==> config.mk <==
export PLATFORM = sky130hd
export DESIGN_NAME = fpu_ss_core_arbiter
export DESIGN_NICKNAME = d
export VERILOG_FILES = /design/src/rtl/fpu_ss_core_arbiter.sv
export SDC_FILE = /design/constraint.sdc
export NUM_CORES = 1
export LEC_CHECK = 0
export CORE_AREA = 4 4 316 318
export CTS_BUF_LIST = sky130_fd_sc_hd__clkbuf_4 sky130_fd_sc_hd__clkbuf_8
export DETAILED_ROUTE_END_ITERATION = 7
export DIE_AREA = 0 0 320 322
export PLACE_DENSITY = 0.46
export REMOVE_ABC_BUFFERS = 1
export SYNTH_ARGS = -nofsm -noshare
export SYNTH_HDL_FRONTEND = slang
export SYNTH_SLANG_ARGS = --single-unit
==> constraint.sdc <==
create_clock -name clk_i -period 8.5 [get_ports clk_i]
set_input_delay 2.125 -clock clk_i [delete_from_list [all_inputs] [get_ports clk_i]]
set_output_delay 2.125 -clock clk_i [all_outputs]
set_load 0.01 [all_outputs]
==> src/rtl/fpu_ss_core_arbiter.sv <==
// Purpose: shares one FPU between NB_CORES cores (round-robin issue and result routing by dest core ID).
// Latency: issue and result paths are zero-cycle combinational; err_o is registered one cycle after a drop.
// Backpressure: a stalled issue locks the grant until handshake; per-core outstanding counters gate eligibility.
module fpu_ss_core_arbiter #(
    parameter int NB_CORES  = 8,
    parameter int PAYLOAD_W = 64,
    parameter int RES_W     = 64,
    parameter int MAX_OUTST = 4
) (
    input  logic                          clk_i,
    input  logic                          rst_ni,
    // core side
    input  logic [NB_CORES-1:0]           core_issue_valid_i,
    output logic [NB_CORES-1:0]           core_issue_ready_o,
    input  logic [NB_CORES*PAYLOAD_W-1:0] core_issue_payload_i,
    output logic [NB_CORES-1:0]           core_result_valid_o,
    input  logic [NB_CORES-1:0]           core_result_ready_i,
    output logic [RES_W-1:0]              core_result_o,
    // FPU side
    output logic                          fpu_issue_valid_o,
    input  logic                          fpu_issue_ready_i,
    output logic [PAYLOAD_W-1:0]          fpu_issue_payload_o,
    output logic [31:0]                   fpu_core_id_o,
    input  logic                          fpu_result_valid_i,
    output logic                          fpu_result_ready_o,
    input  logic [RES_W-1:0]              fpu_result_i,
    input  logic [31:0]                   fpu_dest_core_id_i,
    // status
    output logic                          err_o
);

    localparam int IDX_W = $clog2(NB_CORES);
    localparam int CNT_W = $clog2(MAX_OUTST + 1);
    localparam logic [CNT_W-1:0] MAX_CNT  = CNT_W'(MAX_OUTST);
    localparam logic [IDX_W-1:0] LAST_IDX = IDX_W'(NB_CORES - 1);

    typedef enum logic {
        ST_IDLE   = 1'b0,
        ST_LOCKED = 1'b1
    } state_t;

    state_t           r_state;
    logic [IDX_W-1:0] r_rr_ptr;
    logic [IDX_W-1:0] r_lock_idx;
    logic [CNT_W-1:0] r_outst [NB_CORES];
    logic             r_err;

    logic [NB_CORES-1:0] w_elig;
    logic                w_rr_found;
    logic [IDX_W-1:0]    w_rr_idx;
    logic [IDX_W-1:0]    w_gnt_idx;
    logic                w_issue_vld;
    logic                w_iss_hs;
    logic                w_dest_in_range;
    logic [IDX_W-1:0]    w_dest_idx;
    logic                w_res_ok;
    logic                w_res_hs;
    logic                w_drop;

    // (base + off) modulo NB_CORES, off is always below NB_CORES
    function automatic logic [IDX_W-1:0] f_wrap_add(input logic [IDX_W-1:0] base, input int off);
        int sum;
        sum = int'(base) + off;
        if (sum >= NB_CORES) begin
            sum = sum - NB_CORES;
        end
        return IDX_W'(sum);
    endfunction

    // a core may compete only while it still has in-flight headroom
    always_comb begin
        w_elig = '0;
        for (int c = 0; c < NB_CORES; c++) begin
            w_elig[c] = core_issue_valid_i[c] && (r_outst[c] < MAX_CNT);
        end
    end

    // round-robin search: scan downward so the closest eligible core to rr_ptr wins last
    always_comb begin
        w_rr_found = 1'b0;
        w_rr_idx   = '0;
        for (int k = NB_CORES - 1; k >= 0; k--) begin
            if (w_elig[f_wrap_add(r_rr_ptr, k)]) begin
                w_rr_found = 1'b1;
                w_rr_idx   = f_wrap_add(r_rr_ptr, k);
            end
        end
    end

    // a locked grant never depends on fpu_issue_ready_i, keeping valid/payload stable
    assign w_gnt_idx           = (r_state == ST_LOCKED) ? r_lock_idx : w_rr_idx;
    assign w_issue_vld         = (r_state == ST_LOCKED) || w_rr_found;
    assign w_iss_hs            = w_issue_vld && fpu_issue_ready_i;
    assign fpu_issue_valid_o   = w_issue_vld;
    assign fpu_issue_payload_o = core_issue_payload_i[w_gnt_idx*PAYLOAD_W +: PAYLOAD_W];
    assign fpu_core_id_o       = 32'(w_gnt_idx);

    // only the granted core sees the FPU's ready
    always_comb begin
        core_issue_ready_o = '0;
        if (w_issue_vld) begin
            core_issue_ready_o[w_gnt_idx] = fpu_issue_ready_i;
        end
    end

    // a result is routable only to an existing core that is actually waiting for one
    assign w_dest_in_range = fpu_dest_core_id_i < 32'(NB_CORES);
    assign w_dest_idx      = fpu_dest_core_id_i[IDX_W-1:0];
    assign w_res_ok        = w_dest_in_range && (r_outst[w_dest_idx] != '0);
    assign w_res_hs        = fpu_result_valid_i && w_res_ok && core_result_ready_i[w_dest_idx];
    assign w_drop          = fpu_result_valid_i && !w_res_ok;

    // unroutable results are swallowed (ready follows valid) so the FPU never stalls on them
    assign fpu_result_ready_o = w_res_ok ? core_result_ready_i[w_dest_idx] : fpu_result_valid_i;
    assign core_result_o      = fpu_result_i;
    assign err_o              = r_err;

    // one-hot result valid toward the destination core
    always_comb begin
        core_result_valid_o = '0;
        if (w_res_ok) begin
            core_result_valid_o[w_dest_idx] = fpu_result_valid_i;
        end
    end

    // issue FSM, round-robin pointer and drop flag
    always_ff @(posedge clk_i) begin
        if (!rst_ni) begin
            r_state    <= ST_IDLE;
            r_rr_ptr   <= '0;
            r_lock_idx <= '0;
            r_err      <= 1'b0;
        end else begin
            r_err <= w_drop;
            if (w_iss_hs) begin
                r_rr_ptr <= (w_gnt_idx == LAST_IDX) ? '0 : w_gnt_idx + IDX_W'(1);
            end
            case (r_state)
                ST_IDLE: begin
                    if (w_issue_vld && !fpu_issue_ready_i) begin
                        r_state    <= ST_LOCKED;
                        r_lock_idx <= w_rr_idx;
                    end
                end
                ST_LOCKED: begin
                    if (fpu_issue_ready_i) begin
                        r_state <= ST_IDLE;
                    end
                end
                default: r_state <= ST_IDLE;
            endcase
        end
    end

    // per-core outstanding counters; coincident issue and result on one core cancel out
    always_ff @(posedge clk_i) begin
        for (int c = 0; c < NB_CORES; c++) begin
            if (!rst_ni) begin
                r_outst[c] <= '0;
            end else begin
                if ((w_iss_hs && (w_gnt_idx == IDX_W'(c))) && !(w_res_hs && (w_dest_idx == IDX_W'(c)))) begin
                    r_outst[c] <= r_outst[c] + CNT_W'(1);
                end else if (!(w_iss_hs && (w_gnt_idx == IDX_W'(c))) && (w_res_hs && (w_dest_idx == IDX_W'(c)))) begin
                    r_outst[c] <= r_outst[c] - CNT_W'(1);
                end
            end
        end
    end

endmodule
==> flow_metrics.py, run 1 <==
metrics = {
    "critical_path": {
        "crit_top_cell": "clkdlybuf4s50_1",
        "cp_max_fo": 20,
        "cpPeakStageDelay_ns": 0.61,
        "worst_setup_path_start_kind": "input port",
        "crit_type": "input port to output port",
        "path_cells": "clkdlybuf4s50_1 > nand2b_1 > mux4_2 > and2_1 > o31ai_1 > a31o_4 > a21oi_2 > a21oi_4 > inv_8 > buf_12 > mux2i_1 > buf_4 > a221oi_2 > clkdlybuf4s50_1",
        "arrival_ns": 6.23,
        "crit_path_end_kind": "output port",
        "cp.required_ns": 6.38,
        "rrSetupSlack_ns": 3.37,
        "cp_slowest_cell": "clkdlybuf4s50_1",
        "r2r_cells": 16,
    },
    "global_route": {
        "grt_antenna_before_repair": 7,
        "grt.total_usage_pct": 13.6,
        "grt_pass1_vias": 14100,
        "grt_busiest_layer": "met2",
        "gr-total-overflow": 0,
        "grt_use_met2_pct": 21.5,
        "grt_pass1_wl_um": 104000,
        "met3_usage_pct": 4.78,
        "grt_max_degree": 78,
        "grtUsageMet1_pct": 18.3,
    },
    "drt": {
        "avgViaCountPerCell": 4.37,
        "wl_per_cell_um": 23.8,
        "drc_errors": 0,
        "postRouteAntennaNets": 0,
        "routed_wirelength_um": 77100,
        "first_iter_violations": 1010,
        "first_pass_iters": 7,
        "vias": 14200,
    },
    "logic_synthesis": {
        "async_flop_share_pct": 0,
        "ys_seq_elements": 32,
        "yosysWarnings": 0,
        "synth_area_leaders": "mux2i_1 12%, a221oi_2 7.6%, o32ai_2 7.3%, buf_4 6.8%, a2111o_1 6.2%",
        "synth_cell_types": 86,
        "syn_area_sq_um": 11900,
        "synth_commonest_cells": "142 x nand3_1, 138 x mux2i_1, 107 x buf_4",
        "synthFlopType": "edfxtp_1",
        "synth_edf_count": 24,
        "ys_seq_area_share_pct": 7.43,
        "yosysTopAreaCellShare_pct": 11.7,
        "synthCells": 1441,
        "yosys.area.top_type": "mux2i_1",
        "synth.most_common_cell": "nand3_1",
        "synth_area_per_cell_sq_um": 8.23,
    },
    "clocking": {
        "path_clk_slew_ns": 0.07,
        "cts_tree": "done",
        "numCtsBuffers": 5,
        "cts_root_buf": "clkbuf_8",
        "clkSinkCount": 32,
        "cts_max_path_buffers": 2,
        "htree_levels": 2,
        "clkLatencyLatePin_ns": 0.29,
        "hold_buffers": 0,
    },
    "die": {
        "core_area_sq_um": 96600,
        "placementRows": 114,
        "die_w_um": 320,
        "start_util_pct": 12.3,
        "dieArea_sq_um": 103000,
        "die_h_um": 322,
        "io_pins": 807,
    },
    "sta": {
        "tightest_slew_ns": 0.942,
        "holdWs_ns": 0.510,
        "hold_viol_final": 0,
        "finalCriticalPeriod_ns": 8.35,
        "fin_ws_ns": 0.147,
        "slew_violations": 0,
        "max_clock_freq_mhz": 120,
        "min_period_over_period_pct": 98.3,
        "rsz0062_at_grt": "no",
        "setup_viol": 0,
        "slew_headroom_pct": 37.2,
        "clock_skew_ns": 0.00495,
    },
    "hold_path": {
        "hold_path_depth": 2,
        "hold_path_class": "flip-flop to flip-flop",
    },
    "placement": {
        "gp_congestion": 0.859,
        "dp.final_hpwl_um": 62900,
        "io_buffers": 649,
        "pre_cts_slack_ns": -0.112,
    },
    "final_layout": {
        "nFillCells": 10800,
        "drive_above_1_share_pct": 13.2,
        "syn_to_final_growth_pct": 66.2,
        "layout.nets": 2610,
        "fin_util_pct": 20.4,
    },
    "power": {
        "p_leak_nw": 7.24,
        "total_power_w": 0.00977,
        "p_per_area_nw_per_um2": 496,
        "vdd_drop_max_mv": 0.366,
    },
    "run_status": {
        "status": "finished clean",
    },
    "flow_run": {
        "drv_cap": 0,
    },
}
==> logic make-up (layout without fill, tap and decap cells) <==
kind of cell	Yosys count	in the layout	share of synthesized area [%]
xor+xnor	13	13	0.960
buf+inv	339	828	15.4
fa+ha+maj	23	23	2.49
other cells	1	34	0.0316
compound gates	395	397	36.0
flops	32	32	7.43
simple gates	478	478	22.5
mux	160	160	15.2
==> metrics by stage <==
step	instance area, sq um	TNS (ns)	cells
after floorplan	10500	-574.40	1222
after global placement	19500	-0.252	3224
after detailed placement	19500	-0.188	3224
after CTS	19600	0	3232
after global routing	19700	0	3237
final	19700	0	3241
==> cell usage in the layout, fill, tap and decap left out, drive strengths merged, types with 6 or more instances in the layout <==
master,count
nand4b,9
buf,84
nand3,143
a221oi,65
edfxtp,24
nor4,10
a21oi,22
o32ai,65
a211oi,6
o21ai,16
and3,75
nor3,17
dfxtp,8
ha,22
nor2b,87
a222oi,64
conb,29
a2111o,65
mux4,15
clkdlybuf4s50,638
nor2,36
inv,92
mux2i,138
and2,6
a21boi,64
xnor2,8
mux2,7
nand2b,17
nand2,55
==> state kept, by name, indices dropped and copies added (netlist names) <==
| signal | count |
|---|---|
| r_outst | 24 |
| r_lock_idx | 3 |
| r_rr_ptr | 3 |
| err_o | 1 |
| r_state | 1 |
==> cell type report <==
class	count	area, sq um	share of cell area (%)
tap	1276	1600	8.10
multi-input combinational	1100	9360	47.5
sequential	32	885	4.49
inverter	92	360	1.83
timing repair buffer	728	7380	37.4
clock inverter	3	37.5	0.191
clock buffer	5	68.8	0.349
antenna	5	12.5	0.0635
==> power by group <==
group | total, W | switching (W) | internal (W)
Clock | 0.000149 | 0.0000637 | 0.0000855
Combinational | 0.00933 | 0.00518 | 0.00415
Sequential | 0.000283 | 0.0000638 | 0.000220
==> critical path, delay by kind of cell <==
family | cells | cell delay [ns]
AOI/OAI and AO/OA | 5 | 1.35
buffers and inverters | 5 | 1.58
muxes | 2 | 0.71
and+or+nand+nor | 2 | 0.40
==> final timing paths <==
check / start / to
setup / recovery: core_issue_valid_i[4] / fpu_issue_payload_o[8]
hold / removal: r_lock_idx[0]$_SDFFE_PN0P_ / r_lock_idx[0]$_SDFFE_PN0P_
setup reg to reg: r_rr_ptr[1]$_SDFFE_PN0P_ / r_outst[7][2]$_DFFE_PP_
hold reg to reg: r_lock_idx[0]$_SDFFE_PN0P_ / r_lock_idx[0]$_SDFFE_PN0P_
==> routing by layer <==
metal,vias to the layer above,wire (um)
met5,-,185
met4,12,625
met3,36,7180
met2,655,34500
met1,6842,34600
li1,6619,-
==> timing repair <==
item / CTS / global route
setup endpoints to repair: 6 / 23
buffers inserted: 0 / 2
resized for setup: 6 / 5
gates cloned: 0 / 2
pin swaps: 0 / 3
Power figures use the tool's default switching activity.
==> run 2, diff against run 1 <==
--- a/config.mk
+++ b/config.mk
@@ -5,10 +5,10 @@
 export SDC_FILE = /design/constraint.sdc
 export NUM_CORES = 1
 export LEC_CHECK = 0
-export CORE_AREA = 4 4 316 318
+export CORE_AREA = 3 3 315 317
 export CTS_BUF_LIST = sky130_fd_sc_hd__clkbuf_4 sky130_fd_sc_hd__clkbuf_8
 export DETAILED_ROUTE_END_ITERATION = 7
-export DIE_AREA = 0 0 320 322
+export DIE_AREA = 0 0 318 320
 export PLACE_DENSITY = 0.46
 export REMOVE_ABC_BUFFERS = 1
 export SYNTH_ARGS = -nofsm -noshare
==> flow_metrics.py, run 2 (synthesis gave the netlist of run 1 again) <==
metrics = {
    "run_status": {
        "status": "finished clean",
    },
    "clocking": {
        "numCtsBuffers": 5,
        "cts_max_path_buffers": 2,
        "htree_levels": 2,
        "path_clk_slew_ns": 0.07,
        "cts_root_buf": "clkbuf_8",
        "hold_buffers": 0,
        "cts_tree": "done",
        "clkLatencyLatePin_ns": 0.30,
        "clkSinkCount": 32,
    },
    "final_layout": {
        "nFillCells": 10700,
        "final_cell_area_sq_um": 19700,
        "syn_to_final_growth_pct": 66.1,
        "layout_common_cells": "639 x clkdlybuf4s50_1, 142 x nand3_1, 138 x mux2i_1",
        "final_common_cell": "clkdlybuf4s50_1",
        "drive_above_1_share_pct": 13.7,
        "layout.nets": 2622,
        "reg_top3": "r_outst x24, r_lock_idx x3, r_rr_ptr x3",
        "top_register": "r_outst",
        "largest_reg_flops": 24,
    },
    "power": {
        "power_frac_clock_pct": 1.3,
        "power.internal_w": 0.00446,
        "total_power_w": 0.00964,
        "combPwrFrac_pct": 95.8,
        "p_per_area_nw_per_um2": 490,
        "p_leak_nw": 7.28,
        "switching_share_pct": 53.7,
        "power.switching_w": 0.00518,
        "p_seq_share_pct": 2.9,
        "vdd_drop_max_mv": 0.262,
    },
    "sta": {
        "max_clock_freq_mhz": 120,
        "clock_skew_ns": 0.0174,
        "tightest_slew_ns": 0.884,
        "setup_viol": 0,
        "min_period_over_period_pct": 97.6,
        "finalCriticalPeriod_ns": 8.30,
        "slew_violations": 0,
        "rsz0062_at_grt": "yes",
        "slew_headroom_pct": 41.1,
        "hold_viol_final": 0,
    },
    "drt": {
        "postRouteAntennaNets": 0,
        "vias": 14100,
        "first_pass_iters": 7,
        "first_iter_violations": 1060,
        "wl_per_cell_um": 23.2,
        "avgViaCountPerCell": 4.34,
        "drc_errors": 0,
        "routed_wirelength_um": 75600,
    },
    "global_route": {
        "gr-total-overflow": 0,
        "grt_pass1_wl_um": 105000,
        "grt.total_usage_pct": 13.8,
        "grt_pass1_vias": 13700,
        "grt_max_degree": 72,
        "grt_antenna_before_repair": 14,
    },
    "critical_path": {
        "cp.required_ns": 6.38,
        "crit_type": "input port to output port",
        "crit_path_end_kind": "output port",
        "arrival_ns": 6.17,
        "cp_max_fo": 10,
        "worst_setup_path_start_kind": "input port",
    },
    "placement": {
        "placedInstanceArea_sq_um": 19600,
        "gp_congestion": 0.856,
        "dp.final_hpwl_um": 63200,
        "io_buffers": 649,
    },
    "hold_path": {
        "hold_path_class": "flip-flop to flip-flop",
    },
    "die": {
        "core_area_sq_um": 96600,
        "io_pins": 807,
        "start_util_pct": 12.3,
        "die_h_um": 320,
        "die_w_um": 318,
        "dieArea_sq_um": 102000,
        "placementRows": 114,
    },
    "flow_run": {
        "drv_cap": 0,
    },
}
run 2: stage by stage:
step / TNS (ns) / hold WS [ns] / cells / utilization (%) / setup WS (ns)
5_1_grt: -0.00718 / 0.534 / 3248 / 20.4 / -0.00718
3_5_place_dp: 0 / 0.485 / 3240 / 20.3 / 0.0355
6_report: 0 / 0.495 / 3253 / 20.4 / 0.201
4_1_cts: 0 / 0.503 / 3248 / 20.4 / 0.0364
2_1_floorplan: -574.40 / 0.455 / 1222 / - / -5.66
3_3_place_gp: 0 / 0.475 / 3240 / 20.3 / 0.00786
run 2: routing by layer:
layer	GRT usage, %	share of wire [%]	vias up
li1	-	-	6636
met2	22.0	45	646
met5	1.39	0.36	-
met1	18.8	45	6789
met3	4.17	8.1	40
met4	1.55	0.98	18
run 2: power by group through the flow:
stage / Sequential [W] / Combinational (W) / Clock, W
2_1_floorplan: 0.000281 / 0.00497 / 0
5_1_grt: 0.000287 / 0.00997 / 0.000137
3_3_place_gp: 0.000283 / 0.00948 / 0
4_1_cts: 0.000279 / 0.00949 / 0.000128
6_report: 0.000278 / 0.00924 / 0.000124
3_5_place_dp: 0.000282 / 0.00946 / 0
run 2: final timing paths:
kind,startpoint,slack (ns),cells past startpoint,endpoint
worst max-delay path,core_issue_valid_i[1],0.20,14,fpu_issue_payload_o[5]
worst max register to register,r_rr_ptr[1]$_SDFFE_PN0P_,3.32,16,r_outst[7][2]$_DFFE_PP_
worst min register to register,r_lock_idx[2]$_SDFFE_PN0P_,0.49,2,r_lock_idx[2]$_SDFFE_PN0P_
worst min-delay path,r_lock_idx[2]$_SDFFE_PN0P_,0.49,2,r_lock_idx[2]$_SDFFE_PN0P_
run 2: worst max-delay path, stage by stage:
cell and delay (ns):
clkdlybuf4s50_1 0.49, nand2b_1 0.20, o22ai_1 0.15, nor3_1 0.40, o21ai_1 0.17, or4_1 0.50, o221a_1 0.34, buf_4 0.21
nand2_4 0.10, buf_12 0.14, buf_4 0.23, o32ai_1 0.15, a221oi_2 0.23, clkdlybuf4s50_1 0.70
run 2: what timing repair did:
item                                    4_1_cts  5_1_grt
gates resized for setup                       0        8
buffers inserted                              0        0
endpoints found under the hold margin         0        0
endpoints found under the setup margin        0       12
run 2: cell type report:
type / count / area [sq um] / share of cell area (%)
Clock inverter: 2 / 12.5 / 0.0635
Sequential cell: 32 / 885 / 4.49
Inverter: 92 / 360 / 1.83
Clock buffer: 6 / 76.3 / 0.388
Antenna cell: 5 / 12.5 / 0.0635
Multi-Input combinational cell: 1098 / 9320 / 47.3
Timing Repair Buffer: 742 / 7440 / 37.8
Tap cell: 1276 / 1600 / 8.11
==> run 3, diff against run 2 <==
--- a/config.mk
+++ b/config.mk
@@ -5,10 +5,10 @@
 export SDC_FILE = /design/constraint.sdc
 export NUM_CORES = 1
 export LEC_CHECK = 0
-export CORE_AREA = 3 3 315 317
+export CORE_AREA = 3 3 314 316
 export CTS_BUF_LIST = sky130_fd_sc_hd__clkbuf_4 sky130_fd_sc_hd__clkbuf_8
 export DETAILED_ROUTE_END_ITERATION = 7
-export DIE_AREA = 0 0 318 320
+export DIE_AREA = 0 0 317 319
 export PLACE_DENSITY = 0.46
 export REMOVE_ABC_BUFFERS = 1
 export SYNTH_ARGS = -nofsm -noshare
==> constraint.sdc (replaced) <==
create_clock -name clk_i -period 8.46 [get_ports clk_i]
set_input_delay 2.115 -clock clk_i [delete_from_list [all_inputs] [get_ports clk_i]]
set_output_delay 2.115 -clock clk_i [all_outputs]
set_load 0.01 [all_outputs]
==> flow_metrics.py, run 3 (synthesis gave the netlist of run 1 again) <==
metrics = {
    "global_route": {
        "grt_antenna_before_repair": 12,
        "grt_max_degree": 71,
        "gr-total-overflow": 0,
        "grt_pass1_wl_um": 103000,
        "grt.total_usage_pct": 13.8,
        "grt_pass1_vias": 13700,
    },
    "drt": {
        "first_iter_violations": 1045,
        "vias": 13900,
        "first_pass_iters": 8,
        "avgViaCountPerCell": 4.31,
        "drc_errors": 0,
        "wl_per_cell_um": 23.2,
        "routed_wirelength_um": 75100,
        "postRouteAntennaNets": 0,
    },
    "clocking": {
        "cts_root_buf": "clkbuf_8",
        "htree_levels": 2,
        "path_clk_slew_ns": 0.08,
        "clkLatencyLatePin_ns": 0.29,
        "clkSinkCount": 32,
        "numCtsBuffers": 5,
        "cts_max_path_buffers": 2,
        "cts_tree": "done",
    },
    "critical_path": {
        "cp.required_ns": 6.35,
        "worst_setup_path_start_kind": "input port",
        "cpPeakStageDelay_ns": 0.59,
        "cp_slowest_cell": "clkdlybuf4s50_1",
        "crit_path_end_kind": "output port",
        "crit_type": "input port to output port",
        "cp_max_fo": 70,
        "arrival_ns": 6.22,
        "path_cells": "clkdlybuf4s50_1 > nand2b_1 > mux4_2 > mux2_2 > o21ai_1 > buf_4 > nor3_4 > buf_12 > a211o_4 > buf_12 > buf_4 > a21boi_0 > o32ai_2 > a221oi_2 > clkdlybuf4s50_1",
    },
    "placement": {
        "dp_cells": 3219,
        "placedInstanceArea_sq_um": 19500,
        "dp.final_hpwl_um": 61600,
        "gp_congestion": 0.840,
        "io_buffers": 649,
    },
    "final_layout": {
        "stdcell_count": 3236,
        "drive_above_1_share_pct": 13.5,
        "layout.nets": 2604,
        "final_cell_area_sq_um": 19700,
        "top_register": "r_outst",
        "layout_common_cells": "632 x clkdlybuf4s50_1, 142 x nand3_1, 138 x mux2i_1",
        "final_common_cell": "clkdlybuf4s50_1",
        "syn_to_final_growth_pct": 66.1,
        "largest_reg_flops": 24,
        "reg_top3": "r_outst x24, r_lock_idx x3, r_rr_ptr x3",
    },
    "flow_run": {
        "drv_cap": 0,
    },
    "sta": {
        "finalCriticalPeriod_ns": 8.33,
        "slew_headroom_pct": 28.6,
        "tightest_slew_ns": 1.07,
        "setup_viol": 0,
        "min_period_over_period_pct": 98.5,
        "slew_violations": 0,
        "max_clock_freq_mhz": 120,
        "holdWs_ns": 0.505,
        "hold_viol_final": 0,
        "clock_skew_ns": 0.0115,
    },
    "power": {
        "p_leak_nw": 7.28,
        "vdd_drop_max_mv": 0.328,
        "switching_share_pct": 54.3,
        "p_seq_share_pct": 2.9,
        "combPwrFrac_pct": 95.8,
        "power_frac_clock_pct": 1.3,
        "power.internal_w": 0.00443,
        "power.switching_w": 0.00526,
        "total_power_w": 0.00969,
        "p_per_area_nw_per_um2": 492,
    },
    "die": {
        "die_h_um": 319,
        "placementRows": 114,
        "start_util_pct": 12.3,
        "core_area_sq_um": 96300,
        "die_w_um": 317,
        "io_pins": 807,
        "dieArea_sq_um": 101000,
    },
    "hold_path": {
        "hold_path_class": "flip-flop to flip-flop",
    },
    "run_status": {
        "status": "finished clean",
    },
}
==> run 3: final timing paths <==
| kind | slack [ns] | startpoint | depth (start not counted) | end |
|---|---|---|---|---|
| max | 0.13 | core_issue_valid_i[0] | 15 | fpu_issue_payload_o[56] |
| min reg2reg | 0.50 | r_lock_idx[2]$_SDFFE_PN0P_ | 2 | r_lock_idx[2]$_SDFFE_PN0P_ |
| max reg2reg | 3.32 | r_rr_ptr[1]$_SDFFE_PN0P_ | 16 | r_outst[7][2]$_DFFE_PP_ |
| min | 0.50 | r_lock_idx[2]$_SDFFE_PN0P_ | 2 | r_lock_idx[2]$_SDFFE_PN0P_ |
==> run 3: area by class of cell <==
| cell class | count | area (sq um) |
|---|---|---|
| Antenna cell | 6 | 15.0 |
| Clock buffer | 6 | 76.3 |
| Clock inverter | 2 | 12.5 |
| Fill cell | 10700 | 76600 |
| Inverter | 92 | 360 |
| Multi-Input combinational cell | 1099 | 9370 |
| Sequential cell | 32 | 885 |
| Tap cell | 1276 | 1600 |
| Timing Repair Buffer | 723 | 7380 |
==> run 3: metrics by stage <==
step	setup slack, ns	utilization, %	setup TNS, ns
after floorplan	-5.68	-	-577.42
after global placement	0.0665	20.2	0
after detailed placement	0.0622	20.2	0
after CTS	0.0410	20.3	0
after global routing	-0.00222	20.4	-0.00222
final	0.129	20.5	0
==> run 3: power by group through the flow <==
stage               registers, W  clock network, W  logic, W
floorplan               0.000282                 0   0.00500
global placement        0.000287                 0   0.00938
detailed placement      0.000286                 0   0.00938
CTS                     0.000282          0.000129   0.00941
global route            0.000290          0.000135   0.00997
finish                  0.000282          0.000124   0.00928
==> run 3: routing by layer <==
layer  routed length, um  up-vias  global-route usage [%]  part of all wire, %
met5                 240        -                    1.56                 0.32
met4                 806       10                    1.55                  1.1
met3                8110       40                    5.41                   11
met2               33400      670                    21.6                   45
met1               32500     6614                    18.1                   43
li1                    -     6610                       -                    -
==> run 3: what timing repair did <==
item | in CTS | in global routing
hold buffers | 0 | 0
setup buffers | 0 | 2
endpoints found under the setup margin | 0 | 56
resized for setup | 0 | 26
==> run 3: critical path: cells and delay by family <==
| kind | cells | cell delay (ns) |
|---|---|---|
| muxes | 2 | 0.90 |
| buffers and inverters | 6 | 1.85 |
| and+or+nand+nor | 2 | 0.19 |
| AOI/OAI and AO/OA | 5 | 1.03 |
